<file path="config.mk">
export PLATFORM = sky130hd
export DESIGN_NAME = npu_v2_array_emulator
export DESIGN_NICKNAME = d
export VERILOG_FILES = /design/src/rtl/npu_v2_array_emulator.sv
export SDC_FILE = /design/constraint.sdc
export NUM_CORES = 1
export LEC_CHECK = 0
export ABC_AREA = 1
export BUFFER_PORTS_ARGS = -buffer_cell sky130_fd_sc_hd__buf_2
export CELL_PAD_IN_SITES_DETAIL_PLACEMENT = 0
export CELL_PAD_IN_SITES_GLOBAL_PLACEMENT = 1
export CORE_AREA = 2 2 176 178
export DETAILED_ROUTE_END_ITERATION = 12
export DIE_AREA = 0 0 178 180
export GPL_ROUTABILITY_DRIVEN = 0
export PLACE_DENSITY_LB_ADDON = 0.1
export RECOVER_POWER = 50
export SLEW_MARGIN = 20
export SYNTH_ARGS = -nofsm -noshare
export SYNTH_HDL_FRONTEND = slang
export SYNTH_SLANG_ARGS = --single-unit
</file>
<file path="constraint.sdc">
create_clock -name clk -period 18.3 [get_ports clk]
set_input_delay 3.66 -clock clk [delete_from_list [all_inputs] [get_ports clk]]
set_output_delay 3.66 -clock clk [all_outputs]
set_load 0.05 [all_outputs]
</file>
<file path="src/rtl/npu_v2_array_emulator.sv">
// -----------------------------------------------------------------------------
// npu_v2_array_emulator
// Chip-side stand-in for the NPU v2 analog array pins: the far end of the
// wrap's pin interface, used for FPGA loopback and closed-loop simulation.
// All pin inputs are same-domain levels. Strobes are edge-detected against
// their value sampled on the previous clk.
//
// Optional build macro:
//   NPU_EMU_DAC_READBACK_EN - ADC returns dac_mem[ADDR][7:2] instead of ADDR[5:0]
//
// Ports:
//   clk, reset     system clock, asynchronous active-high reset
//   DIN, ADDR      DAC data / DAC-ADC address
//   CLKDAC         DAC write strobe (rising edge writes dac_mem[ADDR])
//   CLKREG         per-ring shift clocks (rising edge shifts ring i)
//   DINSWREG       per-ring serial data
//   CLKADC         ADC convert strobe; DISCHG aborts/releases a conversion
//   SET, RESET     WL / BL ground enables (both high flags err_setreset)
//   DOUT           ADC result, ADC_LATENCY cycles after the CLKADC rise
//   ring_tap       shift-out bit (MSB) of each ring
//   dac_wr_cnt, adc_conv_cnt, adc_abort_cnt   saturating event counters
//   err_setreset   sticky SET&&RESET error flag
// -----------------------------------------------------------------------------
module npu_v2_array_emulator #(
    parameter int unsigned DAC_DEPTH   = 512,
    parameter int unsigned RING_LEN    = 64,
    parameter int unsigned ADC_LATENCY = 3,
    parameter int unsigned CNT_W       = 16
) (
    input  logic             clk,
    input  logic             reset,
    input  logic [7:0]       DIN,
    input  logic [8:0]       ADDR,
    input  logic             CLKDAC,
    input  logic [3:0]       CLKREG,
    input  logic [3:0]       DINSWREG,
    input  logic             CLKADC,
    input  logic             DISCHG,
    input  logic             SET,
    input  logic             RESET,
    output logic [5:0]       DOUT,
    output logic [3:0]       ring_tap,
    output logic [CNT_W-1:0] dac_wr_cnt,
    output logic [CNT_W-1:0] adc_conv_cnt,
    output logic [CNT_W-1:0] adc_abort_cnt,
    output logic             err_setreset
);

    localparam int unsigned LAT_W  = 4;
    localparam int unsigned N_RING = 4;
    localparam int unsigned V_W    = 6;

    typedef enum logic [1:0] {
        ST_IDLE = 2'd0,
        ST_CONV = 2'd1,
        ST_HOLD = 2'd2
    } adc_state_e;

    adc_state_e              state_q, state_d;
    logic                    clkdac_q, clkadc_q;
    logic [N_RING-1:0]       clkreg_q;
    logic [LAT_W-1:0]        lat_q;
    logic [V_W-1:0]          samp_q;
    logic [RING_LEN-1:0]     ring_q [N_RING];

    logic                    dac_rise, adc_rise, adc_fall;
    logic [N_RING-1:0]       reg_rise;
    logic [V_W-1:0]          sample_c;
    logic                    conv_start_c, conv_done_c, conv_abort_c, hold_rel_c;

    // Strobe edge detection against last sampled level
    assign dac_rise = CLKDAC & ~clkdac_q;
    assign adc_rise = CLKADC & ~clkadc_q;
    assign adc_fall = ~CLKADC & clkadc_q;
    assign reg_rise = CLKREG & ~clkreg_q;

    always_ff @(posedge clk or posedge reset) begin
        if (reset) begin
            clkdac_q <= 1'b0;
            clkadc_q <= 1'b0;
            clkreg_q <= '0;
        end else begin
            clkdac_q <= CLKDAC;
            clkadc_q <= CLKADC;
            clkreg_q <= CLKREG;
        end
    end

    // DAC register file (no reset). The ADC sample is taken from the old
    // contents on a same-cycle write, since the write lands at the same edge.
`ifdef NPU_EMU_DAC_READBACK_EN
    logic [7:0] dac_mem [DAC_DEPTH];

    always_ff @(posedge clk) begin
        if (dac_rise) begin
            dac_mem[ADDR] <= DIN;
        end
    end

    assign sample_c = dac_mem[ADDR][7:2];
`else
    // Write-only in this build; nothing reads it, so synthesis may trim it
    logic [7:0] dac_mem_unused [DAC_DEPTH];

    always_ff @(posedge clk) begin
        if (dac_rise) begin
            dac_mem_unused[ADDR] <= DIN;
        end
    end

    assign sample_c = ADDR[V_W-1:0];
`endif

    // Ring switch shift registers, independent per ring
    always_ff @(posedge clk or posedge reset) begin
        if (reset) begin
            for (int i = 0; i < N_RING; i++) begin
                ring_q[i] <= '0;
            end
        end else begin
            for (int i = 0; i < N_RING; i++) begin
                if (reg_rise[i]) begin
                    ring_q[i] <= {ring_q[i][RING_LEN-2:0], DINSWREG[i]};
                end
            end
        end
    end

    // Tap is the MSB flop itself
    always_comb begin
        ring_tap = '0;
        for (int i = 0; i < N_RING; i++) begin
            ring_tap[i] = ring_q[i][RING_LEN-1];
        end
    end

    // ADC FSM state register
    always_ff @(posedge clk or posedge reset) begin
        if (reset) begin
            state_q <= ST_IDLE;
        end else begin
            state_q <= state_d;
        end
    end

    // ADC FSM next state; abort wins over latency expiry in the same cycle
    always_comb begin
        state_d      = state_q;
        conv_start_c = 1'b0;
        conv_done_c  = 1'b0;
        conv_abort_c = 1'b0;
        hold_rel_c   = 1'b0;
        unique case (state_q)
            ST_IDLE: begin
                if (adc_rise && !DISCHG) begin
                    state_d      = ST_CONV;
                    conv_start_c = 1'b1;
                end
            end
            ST_CONV: begin
                if (adc_fall || DISCHG) begin
                    state_d      = ST_IDLE;
                    conv_abort_c = 1'b1;
                end else if (lat_q == '0) begin
                    state_d     = ST_HOLD;
                    conv_done_c = 1'b1;
                end
            end
            ST_HOLD: begin
                if (adc_fall || DISCHG) begin
                    state_d    = ST_IDLE;
                    hold_rel_c = 1'b1;
                end
            end
            default: state_d = ST_IDLE;
        endcase
    end

    // Latency counter, captured sample and DOUT register.
    // Loading LATENCY-1 puts DOUT valid ADC_LATENCY edges after the rise edge.
    always_ff @(posedge clk or posedge reset) begin
        if (reset) begin
            lat_q  <= '0;
            samp_q <= '0;
            DOUT   <= '0;
        end else begin
            if (conv_start_c) begin
                lat_q  <= LAT_W'(ADC_LATENCY - 1);
                samp_q <= sample_c;
            end else if (state_q == ST_CONV && lat_q != '0) begin
                lat_q <= lat_q - LAT_W'(1);
            end

            if (conv_done_c) begin
                DOUT <= samp_q;
            end else if (conv_abort_c || hold_rel_c) begin
                DOUT <= '0;
            end
        end
    end

    // Saturating event counters and sticky SET/RESET error
    always_ff @(posedge clk or posedge reset) begin
        if (reset) begin
            dac_wr_cnt    <= '0;
            adc_conv_cnt  <= '0;
            adc_abort_cnt <= '0;
            err_setreset  <= 1'b0;
        end else begin
            if (dac_rise && dac_wr_cnt != '1) begin
                dac_wr_cnt <= dac_wr_cnt + CNT_W'(1);
            end
            if (conv_done_c && adc_conv_cnt != '1) begin
                adc_conv_cnt <= adc_conv_cnt + CNT_W'(1);
            end
            if (conv_abort_c && adc_abort_cnt != '1) begin
                adc_abort_cnt <= adc_abort_cnt + CNT_W'(1);
            end
            if (SET && RESET) begin
                err_setreset <= 1'b1;
            end
        end
    end

endmodule

</file>
==> metrics.txt, run 1 <==
status finished with violations; failing checks capacitance limit, slew limit; Cells after Synth approximately 1,500; Congestion Overflow GR 0; Resize count post-CTS 0; clk slew on worst S/H paths 60 ps; Fmax 125 MHz; count of state elements after synthesis ~330; Worst-Skew Late Latency ~520 ps; Final Util 50.4%; hold buffer count at CTS 0; initial core utilization 44.5%; fin. max-slew vios 502; PD cells roughly 130 nW/um^2; relative slew slack -228%; fin area 15,200 sq um; die width around 180 microns; Synth Flop Type dfrtp_1; Via density 4.61; Area growth syn-to-layout 13.4%; vias in the first global route roughly 8,700; reg-to-reg endpoint ring_q[147]$_DFFE_PP0P_; crit path to ring_q[237]$_DFFE_PP0P_; row count 64; reg-to-reg slack, setup 14,980 ps; most common cell after layout, fill and taps aside nand2_1; Leakage 7.67 nW; DR WL/cell around 11 microns; First DRT Iteration DRCs just under 500; DRC 0; Hold Crit Class register to register; Fin Setup TNS 0 ps; peak supply drop ~0.073 mV; mapped cell area 13,400 sq um; Synth top area share roughly three fifths; port buffer count between 70 and 80; Ys Warns 0; Crit Path Category input pin to async pin; total track usage 14.3%; Die Ht around 180 microns; Top Ports 91; most frequent cells in the layout nand2_1, dfrtp_1, nor2_1; slack of the critical path between 10,000 and 15,000 ps; DP Area approximately 14,000 sq um; final setup vio count 0; DP Worst Slack 11,970 ps; CTS tree done; synthesized area per cell about 8.9 sq um; endpoints failing hold 0; CP startpoint kind input pin; Worst-Margin Slew 4900 ps; Async S/R FF share, synth 100%; Final Skew about 12 ps; first-pass GRT wire length 39,400 microns; post-synth top area cell dfrtp_1; EDFF count, synth 0; Reg2Reg Depth 3; CTS Buf Count 38; antenna violations before repair 0; r2r startpoint clkreg_q[1]$_DFF_PP0_; minimum clock period 7990 ps; RSZ-0062 raised after global routing false; layout cells sized above 1 9.77%; Worst Setup SP reset; # diodes 0; maximum clock path buffer count 3; part of the Yosys area used for sequential elements 61.3%; Synth cell types 30; Routed Antenna Nets 0; CORE AREA between 30,000 and 40,000 sq um; number of max-cap violations 4; # fillers just under 3,000; Tcrit/Tclk final a little over two fifths; Post-Route WL between 20,000 and 25,000 microns; # nets final 1,596; Clock Tree Root clkbuf_16; CTS HTree Levels 2; Via Count about 9,100; syn_nets 1,540; Crit. End Element async pin; DRT Pass-1 Iters 4; DP HPWL 13,100 microns; postcts setup bufs 0; die area 32,000 sq um; dominant cells by area after synthesis dfrtp_1, nand2_1, o21ai_0; required time worst endpoint 18,810 ps; critical path arrival 8500 ps; Design Power ~2 mW; CTS sink count 329; CP Max Fanout roughly 120; largest net degree at the start of global routing between 100 and 150
-- flip-flops by register name, indices dropped and copies added, names as in the netlist --
register / count
clkadc_q: 1
ring_q: 252
DOUT: 6
state_q: 2
samp_q: 6
dac_wr_cnt: 16
adc_conv_cnt: 16
adc_abort_cnt: 16
lat_q: 4
ring_tap: 4
err_setreset: 1
clkreg_q: 4
clkdac_q: 1
-- synth_stat cells (5+ instances only) --
cell      instances
a21oi_1         130
buf_1             8
buf_2            17
buf_4             7
clkbuf_1         32
dfrtp_1         329
ha_1              5
inv_1           188
nand2_1         343
nand3_1          35
nand4_1          18
nor2_1          187
o21ai_0         155
xnor2_1          15
-- area by class of cell --
class,instances,area [sq um],area share [%]
repair buffers,83,419,2.75
flip-flops and latches,329,8230,54.1
clock inverters,11,130,0.855
clock buffers,56,1110,7.28
well taps,396,495,3.25
multi-input cells,917,4120,27.1
inverters,190,717,4.71
-- where the power goes --
group | internal, mW | switching [mW] | total (mW)
registers | 0.862 | 0.0677 | 0.930
logic | 0.0913 | 0.195 | 0.287
clock network | 0.449 | 0.284 | 0.733
total | 1.40 | 0.547 | 1.95
-- worst max-delay path, stage by stage --
cell        delay, ps
buf_2             100
clkinvlp_2       2710
buf_4            1020
buf_4             870
-- cell families after synthesis --
logic type	count (synthesis)	synth area share [%]
AO/OA/AOI/OAI	292	11.1
multiplexers	2	0.168
XOR/XNOR	19	1.24
AND/OR/NAND/NOR	599	17.9
adder cells (fa/ha/maj)	5	0.466
flip-flops	329	61.3
buffers and inverters	257	7.73
-- worst min path at each step --
stage | startpoint | endpoint | depth (start not counted)
floorplan | lat_q[2]$_DFFE_PP0P_ | lat_q[2]$_DFFE_PP0P_ | 1
global placement | err_setreset$_DFFE_PP0P_ | err_setreset$_DFFE_PP0P_ | 1
detailed placement | err_setreset$_DFFE_PP0P_ | err_setreset$_DFFE_PP0P_ | 1
CTS | err_setreset$_DFFE_PP0P_ | err_setreset$_DFFE_PP0P_ | 1
global route | lat_q[2]$_DFFE_PP0P_ | lat_q[2]$_DFFE_PP0P_ | 1
finish | err_setreset$_DFFE_PP0P_ | err_setreset$_DFFE_PP0P_ | 1
-- per-layer routing --
layer	track usage, %	part of all wire (%)	vias up
met5	0	0	-
met4	4.07	1.9	0
met2	22.7	44	118
met1	20.1	50	4187
li1	-	-	4808
met3	2.81	4.1	32
-- stage by stage --
stage	instances	hold slack (ps)
2_1_floorplan	1503	433
3_3_place_gp	1915	434
3_5_place_dp	1915	444
4_1_cts	1982	457
5_1_grt	1982	478
6_report	1982	450
Power figures use the tool's default switching activity.
==> run 2, diff against run 1 <==
--- a/config.mk
+++ b/config.mk
@@ -5,13 +5,13 @@
 export SDC_FILE = /design/constraint.sdc
 export NUM_CORES = 1
 export LEC_CHECK = 0
-export ABC_AREA = 1
+export ABC_AREA = 0
 export BUFFER_PORTS_ARGS = -buffer_cell sky130_fd_sc_hd__buf_2
 export CELL_PAD_IN_SITES_DETAIL_PLACEMENT = 0
 export CELL_PAD_IN_SITES_GLOBAL_PLACEMENT = 1
-export CORE_AREA = 2 2 176 178
+export CORE_AREA = 2 2 172 174
 export DETAILED_ROUTE_END_ITERATION = 12
-export DIE_AREA = 0 0 178 180
+export DIE_AREA = 0 0 174 176
 export GPL_ROUTABILITY_DRIVEN = 0
 export PLACE_DENSITY_LB_ADDON = 0.1
 export RECOVER_POWER = 50
==> constraint.sdc (replaced) <==
create_clock -name clk -period 7.8 [get_ports clk]
set_input_delay 1.56 -clock clk [delete_from_list [all_inputs] [get_ports clk]]
set_output_delay 1.56 -clock clk [all_outputs]
set_load 0.05 [all_outputs]
==> run 2 against run 1 <==
Against the previous run:
- clock-buffer cell count decreased by 1
- clock skew up 4.7 ps
- the run still ends with capacitance limit, slew limit left
- sequential share of layout area rose by 1.6 points
- global-route usage shrank 1.1 points
- critical path depth increased by 2
==> metrics.txt, run 2 <==
minimum clock period between 4000 and 5000 ps; most common cell after layout, fill and taps aside dfrtp_1 (was nand2_1); status finished with violations (unchanged); layout cells sized above 1 43.2% (was 9.77%); first-pass GRT wire length 34,400 microns (was 39,400 microns); EDFF count, synth 0 (unchanged); number of max-cap violations 5 (was 4); Synth Flop Type dfrtp_1 (unchanged); fin. max-slew vios 311 (was 502); crit-path cells buf_2 > clkinvlp_2 > clkbuf_1 > clkbuf_1 > buf_16 > buf_16 (was buf_2 > clkinvlp_2 > buf_4 > buf_4); PD cells 292 nW/um^2 (was 128 nW/um^2); Worst Hold Depth 1 (unchanged); postcts setup bufs 0 (unchanged); post-synthesis adder-cell area fraction 0.489% (was 0.466%); Reg with most FFs ring_q (unchanged); max reg flops 252 (unchanged); CP max stage delay 1860 ps (was 2710 ps); Resize count post-CTS 0 (unchanged); Fmax roughly 230 MHz; count of state elements after synthesis 329 (unchanged); mapped cell area 12,800 sq um (was 13,400 sq um); die width 174 microns (was 178 microns); Clock power frac 38.8% (was 37.6%); Fin Setup TNS 0 ps (unchanged); Worst-Margin Slew 3260 ps (was 4900 ps); hold buffer count at CTS 0 (unchanged); clk slew on worst S/H paths 60 ps (about the same); synthesized area per cell 15.2 sq um (was 8.93 sq um); dominant cells by area after synthesis dfrtp_1, mux2_2, xor2_1 (was dfrtp_1, nand2_1, o21ai_0); WHS 449 ps (was 450 ps); final setup vio count 0 (unchanged); Leakage 7.34 nW (was 7.67 nW); Via density 5.05 (was 4.61); CP Max Fanout 136 (was 116); largest family of logic cells by synthesized area multiplexers (was simple AND/OR/NAND/NOR gates); CTS tree done (unchanged); worst path bufs/invs 6 (was 4); Int Pwr 3.19 mW (was 1.40 mW); slack of the critical path 3400 ps (was 10,310 ps); CORE AREA 28,500 sq um (was 30,200 sq um); Top Ports 91 (unchanged); Routed Antenna Nets 0 (unchanged); syn_nets 877 (was 1,540); endpoints failing hold 0 (unchanged); die area 30,600 sq um (was 32,000 sq um); Design Power 4.31 mW (was 1.95 mW); initial core utilization 44.8% (was 44.5%); Via Count 6,786 (was 9,145); critical path arrival 5040 ps (was 8500 ps); RSZ-0062 raised after global routing false (unchanged); DP HPWL 12,000 microns (was 13,100 microns); Area growth syn-to-layout 15.6% (was 13.4%); Crit Path Category input pin to async pin (unchanged); vias in the first global route 7,281 (was 8,690); Tcrit/Tclk final 56.4%; fin area 14,800 sq um (was 15,200 sq um); DR WL/cell 14.5 microns (was 11.0 microns); DP Worst Slack 4400 ps (was 11,970 ps); part of the Yosys area used for sequential elements 64.4% (was 61.3%); antenna violations before repair 0 (unchanged); Post-Route WL 19,500 microns (was 21,800 microns); Async S/R FF share, synth 100% (unchanged); kind of cell adding the most delay to the critical path buffers and inverters (unchanged); maximum clock path buffer count 3 (unchanged); failing checks capacitance limit, slew limit (unchanged); required time worst endpoint 8440 ps (was 18,810 ps); relative slew slack -117% (was -228%); Comb pwr share 13.3% (was 14.7%); Clock Tree Root clkbuf_16 (unchanged); Hold Crit Class register to register (unchanged); most common cell in the netlist dfrtp_1 (was nand2_1); peak supply drop 0.227 mV (was 0.0730 mV); post-synthesis compound-gate area fraction 1.66% (was 11.1%); largest net degree at the start of global routing 218 (was 129); Congestion Overflow GR 0 (unchanged); First DRT Iteration DRCs 302 (was 497); CTS HTree Levels 2 (unchanged); Final Util 51.8% (was 50.4%); Post-Place Cells 1,276 (was 1,915); most frequent cells after synthesis dfrtp_1, mux2_2, xor2_1 (was nand2_1, dfrtp_1, inv_1); Cells after Synth 840 (was 1,503); DP Area 13,600 sq um (was 14,100 sq um); Layout Cells excl Fill 1,343 (was 1,982); Ys Warns 0 (unchanged); Critical-path top delay cell clkbuf_1 (was clkinvlp_2); # diodes 0 (unchanged); Final Skew 17.1 ps (was 12.4 ps); DRC 0 (unchanged); Reg2Reg Depth 3 (unchanged); Sw Share 25.9% (was 28.0%); # nets final 970 (was 1,596); Synth top area share 64.4% (was 61.3%); Worst-Skew Late Latency 510 ps (was 520 ps); post-synthesis simple-gate area fraction 5.68% (was 17.9%); NetSw 1.12 mW (was 0.547 mW); CTS Buf Count 37 (was 38); DRT Pass-1 Iters 4 (unchanged); CTS sink count 329 (unchanged); port buffer count 79 (unchanged); CP Depth 6 (was 4); CP startpoint kind input pin (unchanged); post-synthesis mux area share 23.8% (was 0.168%); Synth cell types 42 (was 30); most frequent cells in the layout dfrtp_1, mux2_2, buf_2 (was nand2_1, dfrtp_1, nor2_1); sequential share of power 47.9% (was 47.7%); total track usage 13.2% (was 14.3%); Crit. End Element async pin (unchanged); XOR/XNOR Fraction of Synth Area 2.60% (was 1.24%); Die Ht 176 microns (was 180 microns); row count 62 (was 64); post-synth top area cell dfrtp_1 (unchanged)
## run 2: cell types whose count changed in the layout (fill, tap and decap cells not counted), sizes merged, moves of 9 or more
cell   delta
nand2   -331
xnor2     -9
nor2    -176
xor2     +28
nand3    -25
inv     -184
nor3     +14
o21ai   -153
mux2    +268
a21oi   -128
nor4     +11
## run 2: power groups by stage
stage / Clock [mW] / Combinational, mW / Sequential (mW)
finish: 1.67 / 0.576 / 2.06
global route: 1.81 / 0.627 / 2.10
CTS: 1.74 / 0.582 / 2.07
detailed placement: 0 / 0.579 / 2.10
global placement: 0 / 0.555 / 2.08
floorplan: 0 / 0.312 / 2.21
## run 2: worst paths after layout
check	from	to	slack, ps
worst max-delay path	reset	dac_wr_cnt[0]$_DFFE_PP0P_	3400
worst min-delay path	err_setreset$_DFFE_PP0P_	err_setreset$_DFFE_PP0P_	450
worst max register to register	clkreg_q[3]$_DFF_PP0_	ring_q[20]$_DFFE_PP0P_	4450
worst min register to register	err_setreset$_DFFE_PP0P_	err_setreset$_DFFE_PP0P_	450
max in group clk	CLKREG[3]	ring_q[20]$_DFFE_PP0P_	3640
min in group asynchronous	reset	adc_abort_cnt[7]$_DFFE_PP0P_	2060
## run 2: cell type report
| class | count | area, sq um |
|---|---|---|
| Inverter | 6 | 23.8 |
| Clock inverter | 10 | 111 |
| Fill cell | 2448 | 13800 |
| Sequential cell | 329 | 8230 |
| Timing Repair Buffer | 90 | 485 |
| Clock buffer | 55 | 1080 |
| Tap cell | 384 | 480 |
| Multi-Input combinational cell | 469 | 4370 |
## run 2: worst register-to-register path: cells and delay by family (launching register included)
family | cells | cell delay (ps)
buffers and inverters | 1 | 2290
DFF | 1 | 320
and+or+nand+nor | 1 | 100
muxes | 1 | 530
## run 2: layer usage
metal / wire (microns) / share of wire (%) / global-route usage (%) / up-vias
met2: 9490 / 49 / 22.3 / 96
met4: 479 / 2.5 / 4.31 / 0
li1: - / - / - / 3191
met5: 0 / 0 / 0 / -
met1: 8760 / 45 / 17.3 / 3459
met3: 736 / 3.8 / 2.58 / 40
## run 2: cell families after synthesis
| family | Yosys count |
|---|---|
| buffers and inverters | 42 |
| AO/OA/AOI/OAI | 30 |
| XOR/XNOR | 38 |
| multiplexers | 270 |
| flip-flops | 329 |
| adder cells (fa/ha/maj) | 5 |
| AND/OR/NAND/NOR | 126 |
==> run 3, diff against run 2 <==
==> constraint.sdc (replaced) <==
create_clock -name clk -period 4.3 [get_ports clk]
set_input_delay 0.86 -clock clk [delete_from_list [all_inputs] [get_ports clk]]
set_output_delay 0.86 -clock clk [all_outputs]
set_load 0.05 [all_outputs]
==> run 3 against run 2 <==
Against the previous run:
- the flow still finishes with violations (capacitance limit, slew limit)
- non-clock buffer count grew 1
- clock skew shrank 6.0 ps
- routed wire length increased by 1.9%
- combinational power rose by 81%
- worst hold slack got worse by 1.5 ps
- power grew 86%
- critical path depth decreased by 2
- sequential share of layout area fell by 0.42 points
==> metrics.txt, run 3 (same netlist as run 2, synthesis figures left out) <==
status finished with violations (unchanged); failing checks capacitance limit, slew limit (unchanged); largest net degree at the start of global routing 89 (was 218); layout cells sized above 1 44.3% (was 43.2%); Resize count post-CTS 0 (unchanged); Crit. End Element register (was async pin); slack of the critical path 1790 ps (was 3400 ps); peak supply drop 0.427 mV (was 0.227 mV); Worst-Margin Slew 1510 ps (was 3260 ps); fin area 14,900 sq um (was 14,800 sq um); number of max-cap violations 1 (was 5); relative slew slack -0.933% (was -117%); CP startpoint kind input pin (unchanged); CP Max Fanout 33 (was 136); kind of cell adding the most delay to the critical path simple AND/OR/NAND/NOR gates (was buffers and inverters); Top Ports 91 (unchanged); Final Util 52.2% (was 51.8%); # nets final 971 (was 970); Worst-Skew Late Latency 500 ps (was 510 ps); DP HPWL 12,700 microns (was 12,000 microns); vias in the first global route 7,350 (was 7,281); required time worst endpoint 4670 ps (was 8440 ps); Leakage 7.40 nW (was 7.34 nW); most frequent cells in the layout dfrtp_1, mux2_2, buf_2 (unchanged); antenna violations before repair 0 (unchanged); die area 30,600 sq um (unchanged); initial core utilization 44.8% (unchanged); Critical-path top delay cell nand2b_1 (was clkbuf_1); RSZ-0062 raised after global routing false (unchanged); minimum clock period around 2500 ps; CORE AREA 28,500 sq um (unchanged); worst path bufs/invs 2 (was 6); Area growth syn-to-layout 16.5% (was 15.6%); Tcrit/Tclk final about 58%; Routed Antenna Nets 0 (unchanged); postcts setup bufs 0 (unchanged); CTS Buf Count 37 (unchanged); final setup vio count 0 (unchanged); Post-Route WL 19,800 microns (was 19,500 microns); CP max stage delay 980 ps (was 1860 ps); Design Power 8.03 mW (was 4.31 mW); DRC 0 (unchanged); most common cell after layout, fill and taps aside dfrtp_1 (unchanged); DP Worst Slack 1680 ps (was 4400 ps); Crit Path Category input pin to register (was input pin to async pin); PD cells 539 nW/um^2 (was 292 nW/um^2); Fmax 398 MHz; endpoints failing hold 0 (unchanged); DR WL/cell 14.8 microns (was 14.5 microns); maximum clock path buffer count 3 (unchanged); Layout Cells excl Fill 1,343 (unchanged); CTS tree done (unchanged); port buffer count 79 (unchanged); Via Count 6,870 (was 6,786); hold buffer count at CTS 0 (unchanged); CTS HTree Levels 2 (unchanged); Fin Setup TNS 0 ps (unchanged); Reg with most FFs ring_q (unchanged); Final Skew 11.1 ps (was 17.1 ps); Congestion Overflow GR 0 (unchanged); max reg flops 252 (unchanged); die width 174 microns (unchanged); DP Area 13,600 sq um (about the same); DRT Pass-1 Iters 4 (unchanged); Via density 5.12 (was 5.05); total track usage 13.4% (was 13.2%); clk slew on worst S/H paths 50 ps (was 60 ps); CTS sink count 329 (unchanged); WHS 447 ps (was 449 ps); fin. max-slew vios 28 (was 311); Clock Tree Root clkbuf_16 (unchanged); critical path arrival 2890 ps (was 5040 ps); First DRT Iteration DRCs 297 (was 302); row count 62 (unchanged); Post-Place Cells 1,279 (was 1,276); crit-path cells clkbuf_1 > nand2b_1 > buf_4 > mux2_2 (was buf_2 > clkinvlp_2 > clkbuf_1 > clkbuf_1 > buf_16 > buf_16); first-pass GRT wire length 34,800 microns (was 34,400 microns); Die Ht 176 microns (unchanged); # diodes 0 (unchanged); Hold Crit Class register to register (unchanged)
[run 3: changes by cell type in the layout (fill, tap and decap cells not counted), moves of 3 or more]
cell,delta
inv_6,-3
nand2b_2,-3
bufinv_16,+3
clkbuf_1,-11
buf_4,+7
nand2b_1,+3
[run 3: final cells by class]
| class | count | area [sq um] |
|---|---|---|
| inverters | 6 | 23.8 |
| well taps | 384 | 480 |
| clock inverters | 12 | 190 |
| clock buffers | 52 | 1090 |
| multi-input cells | 469 | 4380 |
| fillers | 2469 | 13600 |
| repair buffers | 91 | 500 |
| flip-flops and latches | 329 | 8230 |
[run 3: report_power, final]
group          total [mW]  internal, mW  switching (mW)
sequential           3.75          3.49           0.254
clock                3.24          2.06            1.18
combinational        1.04         0.428           0.616
total                8.03          5.98            2.05
[run 3: layer usage]
| layer | up-vias | part of all wire [%] | routed length (microns) | global-route usage, % |
|---|---|---|---|---|
| met5 | - | 0 | 0 | 0 |
| met3 | 51 | 4.6 | 908 | 3.19 |
| met4 | 0 | 2.8 | 556 | 4.80 |
| li1 | 3181 | - | - | - |
| met1 | 3515 | 44 | 8780 | 17.1 |
| met2 | 123 | 48 | 9590 | 22.6 |
[run 3: worst paths after layout]
check,from,end,slack (ps),cells after the start
setup / recovery,CLKREG[2],ring_q[72]$_DFFE_PP0P_,1790,4
hold / removal,err_setreset$_DFFE_PP0P_,err_setreset$_DFFE_PP0P_,450,1
setup reg to reg,clkreg_q[2]$_DFF_PP0_,ring_q[72]$_DFFE_PP0P_,1840,3
hold reg to reg,err_setreset$_DFFE_PP0P_,err_setreset$_DFFE_PP0P_,450,1
max in group asynchronous,reset,ring_q[72]$_DFFE_PP0P_,2000,3
min in group asynchronous,reset,dac_wr_cnt[5]$_DFFE_PP0P_,710,2
